[src/rtl/hazard_forwarding_unit.sv]
// RAW hazard control for ID: shadow EX/MEM/WB destination tags drive same-cycle forward selects,
// load-use stalls (PC/IF-ID hold plus ID/EX bubble) and flush bubbles; tags advance one stage per clock.
module hazard_forwarding_unit #(
    parameter int REG_W             = 4,
    parameter int LOAD_STALL_CYCLES = 1
) (
    input  logic             clk,
    input  logic             clr,
    input  logic [REG_W-1:0] ID_Rn,
    input  logic [REG_W-1:0] ID_Rm,
    input  logic [REG_W-1:0] ID_Rs,
    input  logic             ID_use_Rn,
    input  logic             ID_use_Rm,
    input  logic             ID_use_Rs,
    input  logic [REG_W-1:0] ID_Rd,
    input  logic             ID_RF_enable,
    input  logic             ID_load_instr,
    input  logic             flush,
    output logic [1:0]       FW_A,
    output logic [1:0]       FW_B,
    output logic [1:0]       FW_C,
    output logic             LE_PC,
    output logic             LE_IF_ID,
    output logic             NOP_ID_EX,
    output logic             stall
);

    localparam int CNT_W = 2;
    localparam logic [CNT_W-1:0] STALL_INIT = CNT_W'(LOAD_STALL_CYCLES - 1);

    localparam logic [1:0] SEL_RF  = 2'b00;
    localparam logic [1:0] SEL_EX  = 2'b01;
    localparam logic [1:0] SEL_MEM = 2'b10;
    localparam logic [1:0] SEL_WB  = 2'b11;

    typedef enum logic {
        RUN,
        STALL
    } state_t;

    state_t           state, state_nxt;
    logic [CNT_W-1:0] cnt, cnt_nxt;

    logic             ex_v, mem_v, wb_v;
    logic             ex_ld;
    logic [REG_W-1:0] ex_rd, mem_rd, wb_rd;

    logic ex_hit_a, ex_hit_b, ex_hit_c;
    logic mem_hit_a, mem_hit_b, mem_hit_c;
    logic wb_hit_a, wb_hit_b, wb_hit_c;
    logic load_use;

    logic [1:0] fw_a_raw, fw_b_raw, fw_c_raw;
    logic       le_pc_raw, le_if_id_raw, nop_raw, stall_raw;

    // Shadow tag pipeline; a bubble into EX is just a cleared valid bit.
    always_ff @(posedge clk or posedge clr) begin
        if (clr) begin
            ex_v   <= 1'b0;
            ex_rd  <= '0;
            ex_ld  <= 1'b0;
            mem_v  <= 1'b0;
            mem_rd <= '0;
            wb_v   <= 1'b0;
            wb_rd  <= '0;
        end else begin
            wb_v   <= mem_v;
            wb_rd  <= mem_rd;
            mem_v  <= ex_v;
            mem_rd <= ex_rd;
            if (NOP_ID_EX) begin
                ex_v  <= 1'b0;
                ex_ld <= 1'b0;
            end else begin
                ex_v  <= ID_RF_enable;
                ex_rd <= ID_Rd;
                ex_ld <= ID_load_instr;
            end
        end
    end

    assign ex_hit_a  = ID_use_Rn && ex_v  && (ex_rd  == ID_Rn);
    assign ex_hit_b  = ID_use_Rm && ex_v  && (ex_rd  == ID_Rm);
    assign ex_hit_c  = ID_use_Rs && ex_v  && (ex_rd  == ID_Rs);
    assign mem_hit_a = ID_use_Rn && mem_v && (mem_rd == ID_Rn);
    assign mem_hit_b = ID_use_Rm && mem_v && (mem_rd == ID_Rm);
    assign mem_hit_c = ID_use_Rs && mem_v && (mem_rd == ID_Rs);
    assign wb_hit_a  = ID_use_Rn && wb_v  && (wb_rd  == ID_Rn);
    assign wb_hit_b  = ID_use_Rm && wb_v  && (wb_rd  == ID_Rm);
    assign wb_hit_c  = ID_use_Rs && wb_v  && (wb_rd  == ID_Rs);

    // A load in EX has no data yet, so its hit falls through to older stages.
    assign fw_a_raw = (ex_hit_a && !ex_ld) ? SEL_EX :
                      mem_hit_a            ? SEL_MEM :
                      wb_hit_a             ? SEL_WB : SEL_RF;
    assign fw_b_raw = (ex_hit_b && !ex_ld) ? SEL_EX :
                      mem_hit_b            ? SEL_MEM :
                      wb_hit_b             ? SEL_WB : SEL_RF;
    assign fw_c_raw = (ex_hit_c && !ex_ld) ? SEL_EX :
                      mem_hit_c            ? SEL_MEM :
                      wb_hit_c             ? SEL_WB : SEL_RF;

    assign load_use = ex_ld && (ex_hit_a || ex_hit_b || ex_hit_c);

    always_ff @(posedge clk or posedge clr) begin
        if (clr) begin
            state <= RUN;
            cnt   <= '0;
        end else begin
            state <= state_nxt;
            cnt   <= cnt_nxt;
        end
    end

    always_comb begin
        state_nxt    = state;
        cnt_nxt      = cnt;
        le_pc_raw    = 1'b1;
        le_if_id_raw = 1'b1;
        nop_raw      = 1'b0;
        stall_raw    = 1'b0;
        if (flush) begin
            // Squashing ID also cancels any pending stall sequence.
            nop_raw   = 1'b1;
            state_nxt = RUN;
            cnt_nxt   = '0;
        end else begin
            case (state)
                RUN: begin
                    if (load_use) begin
                        le_pc_raw    = 1'b0;
                        le_if_id_raw = 1'b0;
                        nop_raw      = 1'b1;
                        stall_raw    = 1'b1;
                        if (LOAD_STALL_CYCLES > 1) begin
                            state_nxt = STALL;
                            cnt_nxt   = STALL_INIT;
                        end
                    end
                end
                STALL: begin
                    le_pc_raw    = 1'b0;
                    le_if_id_raw = 1'b0;
                    nop_raw      = 1'b1;
                    stall_raw    = 1'b1;
                    cnt_nxt      = cnt - 1'b1;
                    if (cnt == 1) begin
                        state_nxt = RUN;
                    end
                end
                default: begin
                    state_nxt = RUN;
                    cnt_nxt   = '0;
                end
            endcase
        end
    end

    // Outputs take their idle values for as long as clr is held, independent of flush.
    always_comb begin
        FW_A      = fw_a_raw;
        FW_B      = fw_b_raw;
        FW_C      = fw_c_raw;
        LE_PC     = le_pc_raw;
        LE_IF_ID  = le_if_id_raw;
        NOP_ID_EX = nop_raw;
        stall     = stall_raw;
        if (clr) begin
            FW_A      = SEL_RF;
            FW_B      = SEL_RF;
            FW_C      = SEL_RF;
            LE_PC     = 1'b1;
            LE_IF_ID  = 1'b1;
            NOP_ID_EX = 1'b0;
            stall     = 1'b0;
        end
    end

endmodule

[config.mk]
export PLATFORM = sky130hd
export DESIGN_NAME = hazard_forwarding_unit
export DESIGN_NICKNAME = d
export VERILOG_FILES = /design/src/rtl/hazard_forwarding_unit.sv
export SDC_FILE = /design/constraint.sdc
export NUM_CORES = 1
export LEC_CHECK = 0
export CAP_MARGIN = 10
export CORE_UTILIZATION = 44
export CTS_CLUSTER_DIAMETER = 40
export DETAILED_ROUTE_END_ITERATION = 8
export PLACE_DENSITY = 0.79
export SLEW_MARGIN = 20
export SYNTH_ARGS = -nofsm -noshare
export SYNTH_HDL_FRONTEND = slang
export SYNTH_SLANG_ARGS = --single-unit
export TNS_END_PERCENT = 10
[constraint.sdc]
create_clock -name clk -period 1.8 [get_ports clk]
set_input_delay 0.18 -clock clk [delete_from_list [all_inputs] [get_ports clk]]
set_output_delay 0.18 -clock clk [all_outputs]
set_load 0.02 [all_outputs]
# Word-level counts from Yosys, hierarchy flattened

Cells that the tools add are included.

Bitwise logic cells: 1
Mux-type cells: 29
Reductions and logical operators: 26
Equality and inequality tests: 10
Add/subtract/negate cells: 1

Operators by type and width:

| operator                                            | count |
|---|---|
| equality test 4 bit                                 | 9 |
| two-way mux 2 bit                                   | 14 |
| logical AND 1 bit                                   | 22 |
| two-way mux 1 bit                                   | 13 |
| one-hot mux 1 bit (2 select lines)                  | 2 |
| equality test 2 x 1 -> 1 bit, second input constant | 1 |
| logical OR 1 bit                                    | 2 |
| nonzero test 2 bit                                  | 1 |
| subtractor 2 x 1 -> 2 bit, second input constant    | 1 |
| zero test 1 bit                                     | 1 |
| inverter 1 bit                                      | 1 |

Register bits after elaboration: 19
Word-level logic and storage cells: 76
Input port bits: 24
Output and inout bits: 10

# Logic depth before layout (Yosys ltp)

Gate-level depths: netlist of run 1.

Depth after elaboration: 10
Depth in mapped cells: 6

# Worst setup path before layout of run 1

No wires, ideal clock.

Path type: flip-flop to output port
Start: register ex_rd[2]
End: output LE_PC
Path slack: -0.146 ns
Stages on the path, launching flop included: 7
Arrival: 1.766 ns
Path through: dfrtp_1 inv_1 o2111ai_2 nor3_2 buf_6 o31ai_1 buf_4

Word-level cells in the longest chain between the ends: 9

RTL lines:

| what                                          | RTL line | source |
|---|---|---|
| start: declaration                            | 46       | `logic [REG_W-1:0] ex_rd, mem_rd, wb_rd;` |
| start signal: assignment                      | 76       | `ex_rd <= ID_Rd;` |
| equality test 4 bit, on equally long branches | 82, 83   |  |
| logical AND 1 bit, on equally long branches   | 82, 83   |  |
| logical OR 1 bit                              | 103      | `assign load_use = ex_ld && (ex_hit_a \|\| ex_hit_b \|\| ex_hit_c);` |
| logical OR 1 bit *                            | 103      |  |
| logical AND 1 bit *                           | 103      |  |
| two-way mux 1 bit *                           | --       |  |
| one-hot mux 1 bit (2 select lines) *          | --       |  |
| two-way mux 1 bit * (2 in series)             | --       |  |
| end: declaration                              | 22       | `output logic LE_PC,` |

Mark *: on every way between the ends. The rest lies on a longest branch, timed or not.

# Worst setup path in the final report of run 1

Start: register ex_rd[3]
End: output stall

Word-level cells in the longest chain between the ends: 9

RTL lines:

| what                                          | RTL line | source |
|---|---|---|
| equality test 4 bit, on equally long branches | 82, 83   |  |
| logical AND 1 bit, on equally long branches   | 82, 83   |  |
| logical OR 1 bit                              | 103      |  |
| logical OR 1 bit *                            | 103      |  |
| logical AND 1 bit *                           | 103      |  |
| two-way mux 1 bit *                           | 130      | `if (load_use) begin` |
| one-hot mux 1 bit (2 select lines) *          | 128      | `case (state)` |
| two-way mux 1 bit *                           | 122      | `if (flush) begin` |
| two-way mux 1 bit *                           | 168      | `if (clr) begin` |
| end: declaration                              | 25       | `output logic stall` |

Marks and branches as above.

==> metrics.md, run 1 <==
| Metric | Value |
|---|---|
| Status | finished with violations |
| Violated checks | design-rule violations, negative setup slack |
| Max Cap Violations | 0 |
| Reg2reg start | ex_rd[2] |
| Pin count of the biggest net entering global routing | 16 |
| Initial DRC count | 61 |
| Commonest non-fill, non-tap cell in the layout | buf_4 |
| Share of post-route cells with drive strength above 1 | 0.401 |
| CTS root buf | clkbuf_4 |
| Max clock buf depth | 2 |
| Final Setup Violations | 11 |
| Non-filler cells, final | between 200 and 250 |
| Pre-CTS WS | -0.723 ns |
| CP Capture Type | output pin |
| Fin crit period | 2.22 ns |
| Post-synth EDFFs | 0 |
| DRC | 8 |
| Die Area | 3230 sq um |
| P per Cell Area | 549 nW/um^2 |
| Clock Latency Late Sink | 0.31 ns |
| Core Footprint | 2810 sq um |
| FMAX | 451 MHz |
| Placed Cells | between 200 and 250 |
| RSZ-0062 raised after global routing | true |
| Fin worst setup slack | -0.419 ns |
| Total clock sinks | 19 |
| Num CTS Buffers | 3 |
| Syn Inst Count | 140 |
| Fin crit share | 1.23 |
| CP Launch Type | flop |
| Synth Cell Area | around 1300 sq um |
| Vias per cell | 5.66 |
| R2R Setup Slk | -0.01 ns |
| Worst hold path class | in2reg |
| Leakage | 0.978 nW |
| Post-route ant nets | 0 |
| HPWL after detailed placement | 3140 um |
| Leading cell types in the layout, fill and taps excluded | buf_4, clkdlybuf4s50_1, xor2_1, dfrtp_1, nand2_1 |
| Register area share after synthesis | 0.359 |
| Maximum vdd drop | roughly 0.47 mV |
| WP data arrival | 2.04 ns |
| Vias in the first global route | around 1,400 |
| Initial Util | 0.472 |
| Max Slew Vio Count | 0 |
| Skew final | 0.0109 ns |
| Antenna cells | 0 |
| Gr usage total | 0.267 |
| Vias | 1,404 |
| Worst Hold Launch | ID_load_instr |
| Nets | 243 |
| Final hold viol count | 0 |
| Worst slew margin | 0.662 |
| Die extent in x | 56.9 um |
| Post-layout total power | 1.18 mW |
| TritonCTS clock tree | done |
| Syn nets | between 150 and 200 |
| Total wire length | approximately 4200 um |
| Post-synthesis cell type count | 35 |
| Initial antenna violation count | 0 |
| Setup CP Type | reg2out |
| Worst slew pin tran | around 0.5 ns |
| Die Y | 56.9 um |
| Global-route wire length before repair | 6510 um |
| Max H-tree Level | 1 |
| Yosys warns | 0 |
| # IOs | 34 |
| Reg clk slew, reported paths | 0.11 ns |
| Area Overhead vs Synth | 62.5% |
| CP Launch Point | ex_rd[3] |
| Drt wl/cell | 16.8 um |
| Flops & latches, synth | 19 |
| Synthesized area per cell | 9.46 sq um |
| Port bufs | 33 |
| DRT Pass-1 Iters | 6 |
| Worst-path maximum fanout | 10 |
| Post-layout util | 0.768 |
| FP Rows | 19 |
| Routability cong. | roughly 0.94 |
| Async S/R FF share, synth | 1.00 |
| Total grt overflow | 0 |
| CP required | 1.62 ns |
| Ys flop type | dfrtp_1 |
==> sequential cells by signal (all words and copies together), names as in the netlist, 2 cells and up <==
name and cells:
ex_rd 4, mem_rd 4, wb_rd 4, cnt 2
==> per-stage QoR <==
step           hold slack, ns  setup TNS (ns)  area [sq um]
3_5_place_dp            0.434           -7.13          1980
5_1_grt                 0.443           -4.39          2150
6_report                0.436           -3.51          2150
3_3_place_gp            0.435           -6.71          1980
4_1_cts                 0.437           -3.05          2060
2_1_floorplan           0.165         -0.0152          1330
==> cell usage after synthesis (all sizes together), types with 3 or more instances <==
library cell | count | area (sq um)
nand2b | 5 | 31.3
dfrtp | 19 | 475
nor2 | 7 | 26.3
nor3b | 3 | 22.5
nand2 | 9 | 33.8
o311ai | 4 | 35.0
inv | 7 | 26.3
xnor2 | 13 | 114
nand3 | 8 | 40.0
nor4 | 4 | 31.3
xor2 | 18 | 158
o211a | 3 | 30.0
a22oi | 5 | 37.5
nor3 | 5 | 30.0
or4 | 5 | 37.5
==> layer usage <==
layer	wire, um	GRT usage
met5	0	0
met3	246	0.0392
met4	106	0.0871
met2	2180	0.490
met1	1630	0.318
==> where the power goes <==
| group | total [mW] | switching (mW) | internal, mW |
|---|---|---|---|
| registers | 0.531 | 0.0669 | 0.464 |
| logic | 0.430 | 0.183 | 0.247 |
| clock network | 0.220 | 0.137 | 0.0832 |
==> path summary, 6_finish.rpt <==
kind | to | cells after the start
max | stall | 7
min | ex_ld | 2
max reg2reg | ex_rd[3] | 8
min reg2reg | wb_v | 0
max in group asynchronous | ex_rd[1] | 3
min in group asynchronous | cnt[0] | 3
==> kinds of logic (layout without fill, tap and decap cells) <==
kind of cell,Yosys count,after routing,share of synthesized area
AND/OR/NAND/NOR,53,53,0.227
XOR/XNOR,31,31,0.205
AO/OA/AOI/OAI,24,24,0.153
flip-flops,19,19,0.359
buffers and inverters,11,88,0.0397
adder cells (fa/ha/maj),1,1,0.00944
multiplexers,1,1,0.00755
==> critical path: stages (launching register included) <==
cell     delay, ns
dfrtp_2       0.47
inv_1         0.07
a221o_1       0.33
nor3_2        0.24
buf_4         0.17
buf_6         0.14
o31a_1        0.15
buf_4         0.14
==> area by class of cell <==
type	count	area [sq um]
well taps	31	38.8
multi-input cells	110	933
clock buffers	3	22.5
clock inverters	1	5.00
flip-flops and latches	19	480
repair buffers	77	647
inverters	7	26.3
fillers	198	652
==> timing repair <==
| action | CTS | global route |
|---|---|---|
| resized for setup | 61 | 20 |
| hold buffers | 0 | 0 |
| endpoints found under the setup margin | 11 | 16 |
| gates cloned | 0 | 0 |
| pin swaps | 12 | 9 |
| setup buffers | 2 | 1 |
No activity file was read; power rests on OpenSTA's default activity.
==> run 2: changes to the inputs <==
--- a/config.mk
+++ b/config.mk
@@ -10,6 +10,7 @@
 export CTS_CLUSTER_DIAMETER = 40
 export DETAILED_ROUTE_END_ITERATION = 8
 export PLACE_DENSITY = 0.79
+export SKIP_LAST_GASP = 1
 export SLEW_MARGIN = 20
 export SYNTH_ARGS = -nofsm -noshare
 export SYNTH_HDL_FRONTEND = slang
==> metrics.md, run 2 (same netlist as run 1, synthesis figures left out) <==
| Metric | Value |
|---|---|
| Hold slack | approximately 0.44 ns |
| Top flop regs | ex_rd x4, mem_rd x4, wb_rd x4 |
| CTS root buf | clkbuf_4 |
| Die Area | 3230 sq um |
| Reg clk slew, reported paths | roughly 0.11 ns |
| Worst slew pin tran | just over 0.5 ns |
| TritonCTS clock tree | done |
| Post-layout total power | 1.17 mW |
| # IOs | 34 |
| Vias per cell | 5.62 |
| Global-route wire length before repair | 6470 um |
| Leakage | 0.957 nW |
| Final Setup Violations | 14 |
| Commonest non-fill, non-tap cell in the layout | buf_4 |
| Max Cap Violations | 0 |
| CP Launch Type | flop |
| Routability cong. | around 0.94 |
| Fin crit period | 2.16 ns |
| Port bufs | 33 |
| CTS Hold Bufs | 0 |
| Antenna cells | 0 |
| Clock Latency Late Sink | 0.31 ns |
| Pin count of the biggest net entering global routing | 16 |
| Max H-tree Level | 1 |
| Vias | 1,388 |
| Final hold viol count | 0 |
| Gr usage total | 0.265 |
| Worst hold path class | in2reg |
| RSZ-0062 raised after global routing | true |
| Initial antenna violation count | 0 |
| Initial DRC count | 67 |
| Die extent in x | 56.9 um |
| DRT Pass-1 Iters | 6 |
| P per Cell Area | 553 nW/um^2 |
| Total grt overflow | 0 |
| Status | finished with violations |
| Maximum vdd drop | 0.465 mV |
| WP data arrival | roughly 2 ns |
| Setup CP Type | reg2out |
| Skew final | 0.00853 ns |
| Initial Util | 0.472 |
| Area Overhead vs Synth | 60.0% |
| Worst-path maximum fanout | 4 |
| Die Y | 56.9 um |
| Nets | 242 |
| Drt wl/cell | 16.5 um |
| Fin worst setup slack | -0.358 ns |
| Max Slew Vio Count | 0 |
| Leading cell types in the layout, fill and taps excluded | buf_4, clkdlybuf4s50_1, xor2_1, dfrtp_1, nand2_1 |
| DRC | 8 |
| Worst slew margin | 0.661 |
| HPWL after detailed placement | 3140 um |
| Max clock buf depth | 2 |
| Vias in the first global route | 1,411 |
| Total wire length | 4070 um |
| Total clock sinks | 19 |
| Post-route ant nets | 0 |
| Core Footprint | 2810 sq um |
| CP required | 1.62 ns |
| FMAX | 463 MHz |
| FILL cells | slightly above 200 |
| FP Rows | 19 |
| Num CTS Buffers | 3 |
| CP Capture Type | output pin |
| Share of post-route cells with drive strength above 1 | 0.366 |
| Reg2reg path depth | 8 |
| TNS Setup | -3.57 ns |
| Fin crit share | 1.20 |
| Hold path cells | 2 |
| Violated checks | design-rule violations, negative setup slack |
==> run 2: cell types whose count changed in the layout (fill, tap and decap cells not counted), sizes merged <==
cell           previous run  this run
buf                      54        51
clkdlybuf4s15             0         1
dlygate4sd2               0         1
==> run 2: path summary, 6_finish.rpt <==
| path | from | end | slack [ns] |
|---|---|---|---|
| setup / recovery | ex_rd[2] | NOP_ID_EX | -0.36 |
| hold / removal | ID_load_instr | ex_ld | 0.44 |
| setup reg to reg | ex_rd[2] | ex_rd[2] | -0.09 |
| hold reg to reg | mem_v | wb_v | 0.44 |
| max in group asynchronous | clr | ex_rd[1] | 1.05 |
| min in group asynchronous | clr | state | 0.50 |
==> run 2: where the power goes <==
group / switching (mW) / leakage [nW] / internal (mW)
combinational: 0.180 / 0.715 / 0.242
clock: 0.135 / 0.0177 / 0.0831
sequential: 0.0672 / 0.224 / 0.464
==> run 2: metrics by stage <==
step | cells | cell area (sq um) | utilization | setup slack, ns
after floorplan | 140 | 1330 | - | -0.0152
after global placement | 241 | 1980 | 0.707 | -0.700
after detailed placement | 241 | 1980 | 0.707 | -0.723
after CTS | 247 | 2050 | 0.732 | -0.393
after global routing | 247 | 2120 | 0.756 | -0.448
final | 247 | 2120 | 0.756 | -0.358
==> run 2: critical path, cell delays in order, from the launching register on <==
cell and delay [ns]:
dfrtp_2 0.47, buf_6 0.13, inv_1 0.04, o2111ai_2 0.20, nor3_2 0.08, buf_4 0.14, o31a_1 0.25, or2_1 0.22
buf_6 0.13
==> run 2: per-layer routing <==
layer	share of wire	track usage	routed length, um	vias to the layer above
met2	0.52	0.483	2120	48
li1	-	-	-	662
met3	0.054	0.0392	221	13
met5	0	0	0	-
met1	0.40	0.315	1650	665
met4	0.021	0.0941	84	0
==> run 2: cell type report <==
type | count | area [sq um] | area share
inverter | 7 | 26.3 | 0.0124
clock buffer | 3 | 22.5 | 0.0106
timing repair buffer | 76 | 641 | 0.302
multi-input combinational | 110 | 907 | 0.428
tap | 31 | 38.8 | 0.0183
sequential | 19 | 479 | 0.226
clock inverter | 1 | 5.00 | 0.00236
==> run 2: what timing repair did <==
action | 4_1_cts | 5_1_grt
endpoints found under the hold margin | 0 | 0
resized for setup | 50 | 14
setup endpoints to repair | 11 | 16
pin swaps | 7 | 8
buffers inserted | 2 | 0
==> run 3: changes to the inputs <==
--- a/config.mk
+++ b/config.mk
@@ -6,6 +6,7 @@
 export NUM_CORES = 1
 export LEC_CHECK = 0
 export CAP_MARGIN = 10
+export CORE_MARGIN = 4
 export CORE_UTILIZATION = 44
 export CTS_CLUSTER_DIAMETER = 40
 export DETAILED_ROUTE_END_ITERATION = 8
==> metrics.md, run 3 (same netlist as run 1, synthesis figures left out) <==
| Metric | Value |
|---|---|
| Gr usage total | 0.213 |
| CP Capture Type | output pin |
| Port bufs | 33 |
| Max Slew Vio Count | 0 |
| Max H-tree Level | 1 |
| Nets | 243 |
| CP Launch Type | flop |
| Post-layout total power | about 1.2 mW |
| Core Footprint | 2810 sq um |
| CTS root buf | clkbuf_4 |
| Critical path cell sequence | buf_6 -> nor2b_4 -> a221o_1 -> nor3_4 -> o31a_1 -> or2_1 -> buf_6 |
| Max incr delay on CP | 0.47 ns |
| Worst slew margin | 0.628 |
| Leading cell types in the layout, fill and taps excluded | buf_4, clkdlybuf4s50_1, xor2_1, dfrtp_1, xnor2_1 |
| Non-filler cells, final | 248 |
| Leakage | 0.942 nW |
| Crit-path slowest cell | dfrtp_2 |
| Vias | 1,407 |
| CP required | 1.62 ns |
| Combinational Power Share | 0.351 |
| Reg clk slew, reported paths | 0.12 ns |
| Placed Cells | 240 |
| Area Overhead vs Synth | 57.1% |
| TritonCTS clock tree | done |
| Total clock sinks | 19 |
| Psw | 0.374 mW |
| Initial DRC count | 63 |
| DRC | 0 |
| # IOs | 34 |
| FILL cells | ~210 |
| Final Setup Violations | 13 |
| Top flop regs | ex_rd x4, mem_rd x4, wb_rd x4 |
| Die extent in x | 62.9 um |
| Switching Share | 0.324 |
| Num CTS Buffers | 3 |
| Initial Util | 0.472 |
| Skew final | 0.00895 ns |
| Routability cong. | 0.869 |
| FP Rows | 19 |
| Final hold viol count | 0 |
| Worst slew pin tran | 0.553 ns |
| Max clock buf depth | 2 |
| Setup CP Type | reg2out |
| WP data arrival | 1.95 ns |
| Worst hold path class | in2reg |
| Die Area | roughly 4000 sq um |
| Global-route wire length before repair | 6880 um |
| Maximum vdd drop | 0.461 mV |
| Reg2reg start | ex_rd[3] |
| P per Cell Area | 554 nW/um^2 |
| Worst-path maximum fanout | 4 |
| Die Y | 62.9 um |
| CP Launch Point | ex_rd[2] |
| FMAX | 470 MHz |
| Worst Hold Launch | ID_load_instr |
| Share of post-route cells with drive strength above 1 | 0.350 |
| Initial antenna violation count | 0 |
| Max Cap Violations | 0 |
| Clock Power Share | 0.192 |
| CTS Hold Bufs | 0 |
| Commonest non-fill, non-tap cell in the layout | buf_4 |
| Violated checks | negative setup slack |
| Pin count of the biggest net entering global routing | 21 |
| Total wire length | 4140 um |
| Post-route ant nets | 0 |
| Total grt overflow | 0 |
| Clock Latency Late Sink | 0.30 ns |
| Reg power frac | 0.457 |
| Vias per cell | 5.67 |
| DRT Pass-1 Iters | 4 |
| Drt wl/cell | about 17 um |
| Int Power | 0.780 mW |
| Fin crit share | 1.18 |
| Status | finished with violations |
| Fin worst setup slack | -0.326 ns |
| Pre-CTS WS | -0.748 ns |
| Vias in the first global route | 1,442 |
| Fin crit period | 2.13 ns |
| RSZ-0062 raised after global routing | true |
| Critical Path Most Common Cell | buf_6 |
| Antenna cells | 0 |
| HPWL after detailed placement | 3240 um |
## run 3: through the flow
step                      TNS [ns]  hold slack [ns]  utilization  instance area (sq um)
after global routing         -4.61            0.416        0.742                   2080
after CTS                    -2.86            0.423        0.722                   2030
after detailed placement     -7.55            0.438        0.704                   1980
after global placement       -6.90            0.432        0.704                   1980
after floorplan            -0.0152            0.165            -                   1330
final                        -3.18            0.430        0.742                   2080
## run 3: timing repair
| action | in CTS | in global routing |
|---|---|---|
| endpoints found under the setup margin | 15 | 15 |
| gates resized for setup | 51 | 12 |
| buffers inserted | 2 | 2 |
| pin swaps | 7 | 4 |
## run 3: power by group through the flow
stage	Combinational, mW	Clock [mW]	Sequential (mW)
finish	0.405	0.221	0.527
floorplan	0.167	0	0.513
CTS	0.385	0.222	0.526
global placement	0.351	0	0.531
global route	0.439	0.253	0.533
detailed placement	0.363	0	0.532
## run 3: cell type report
cell class | count | area (sq um) | area share
Clock buffer | 3 | 22.5 | 0.0108
Clock inverter | 1 | 5.00 | 0.00240
Inverter | 7 | 26.3 | 0.0126
Multi-Input combinational cell | 110 | 866 | 0.416
Sequential cell | 19 | 480 | 0.231
Tap cell | 31 | 38.8 | 0.0186
Timing Repair Buffer | 77 | 643 | 0.309
## run 3: routing by layer
metal | routed length [um] | global-route usage
met5 | 0 | 0
met4 | 81 | 0.0303
met3 | 296 | 0.0504
met2 | 2130 | 0.383
met1 | 1630 | 0.260
## run 3: final timing paths
path                                   to  slack (ns)  cells after the start
worst max-delay path            NOP_ID_EX       -0.33                      7
worst min-delay path                ex_ld        0.43                      2
worst max register to register   ex_rd[3]       -0.12                      8
worst min register to register       wb_v        0.46                      0
max in group asynchronous        ex_rd[3]        1.06                      3
min in group asynchronous       mem_rd[1]        0.51                      3
## run 3: worst max-delay path: cells and delay by family, from the launching register on
kind	cells	cell delay (ns)
and+or+nand+nor	3	0.43
DFF	1	0.47
buffers and inverters	2	0.25
AOI/OAI and AO/OA	2	0.50
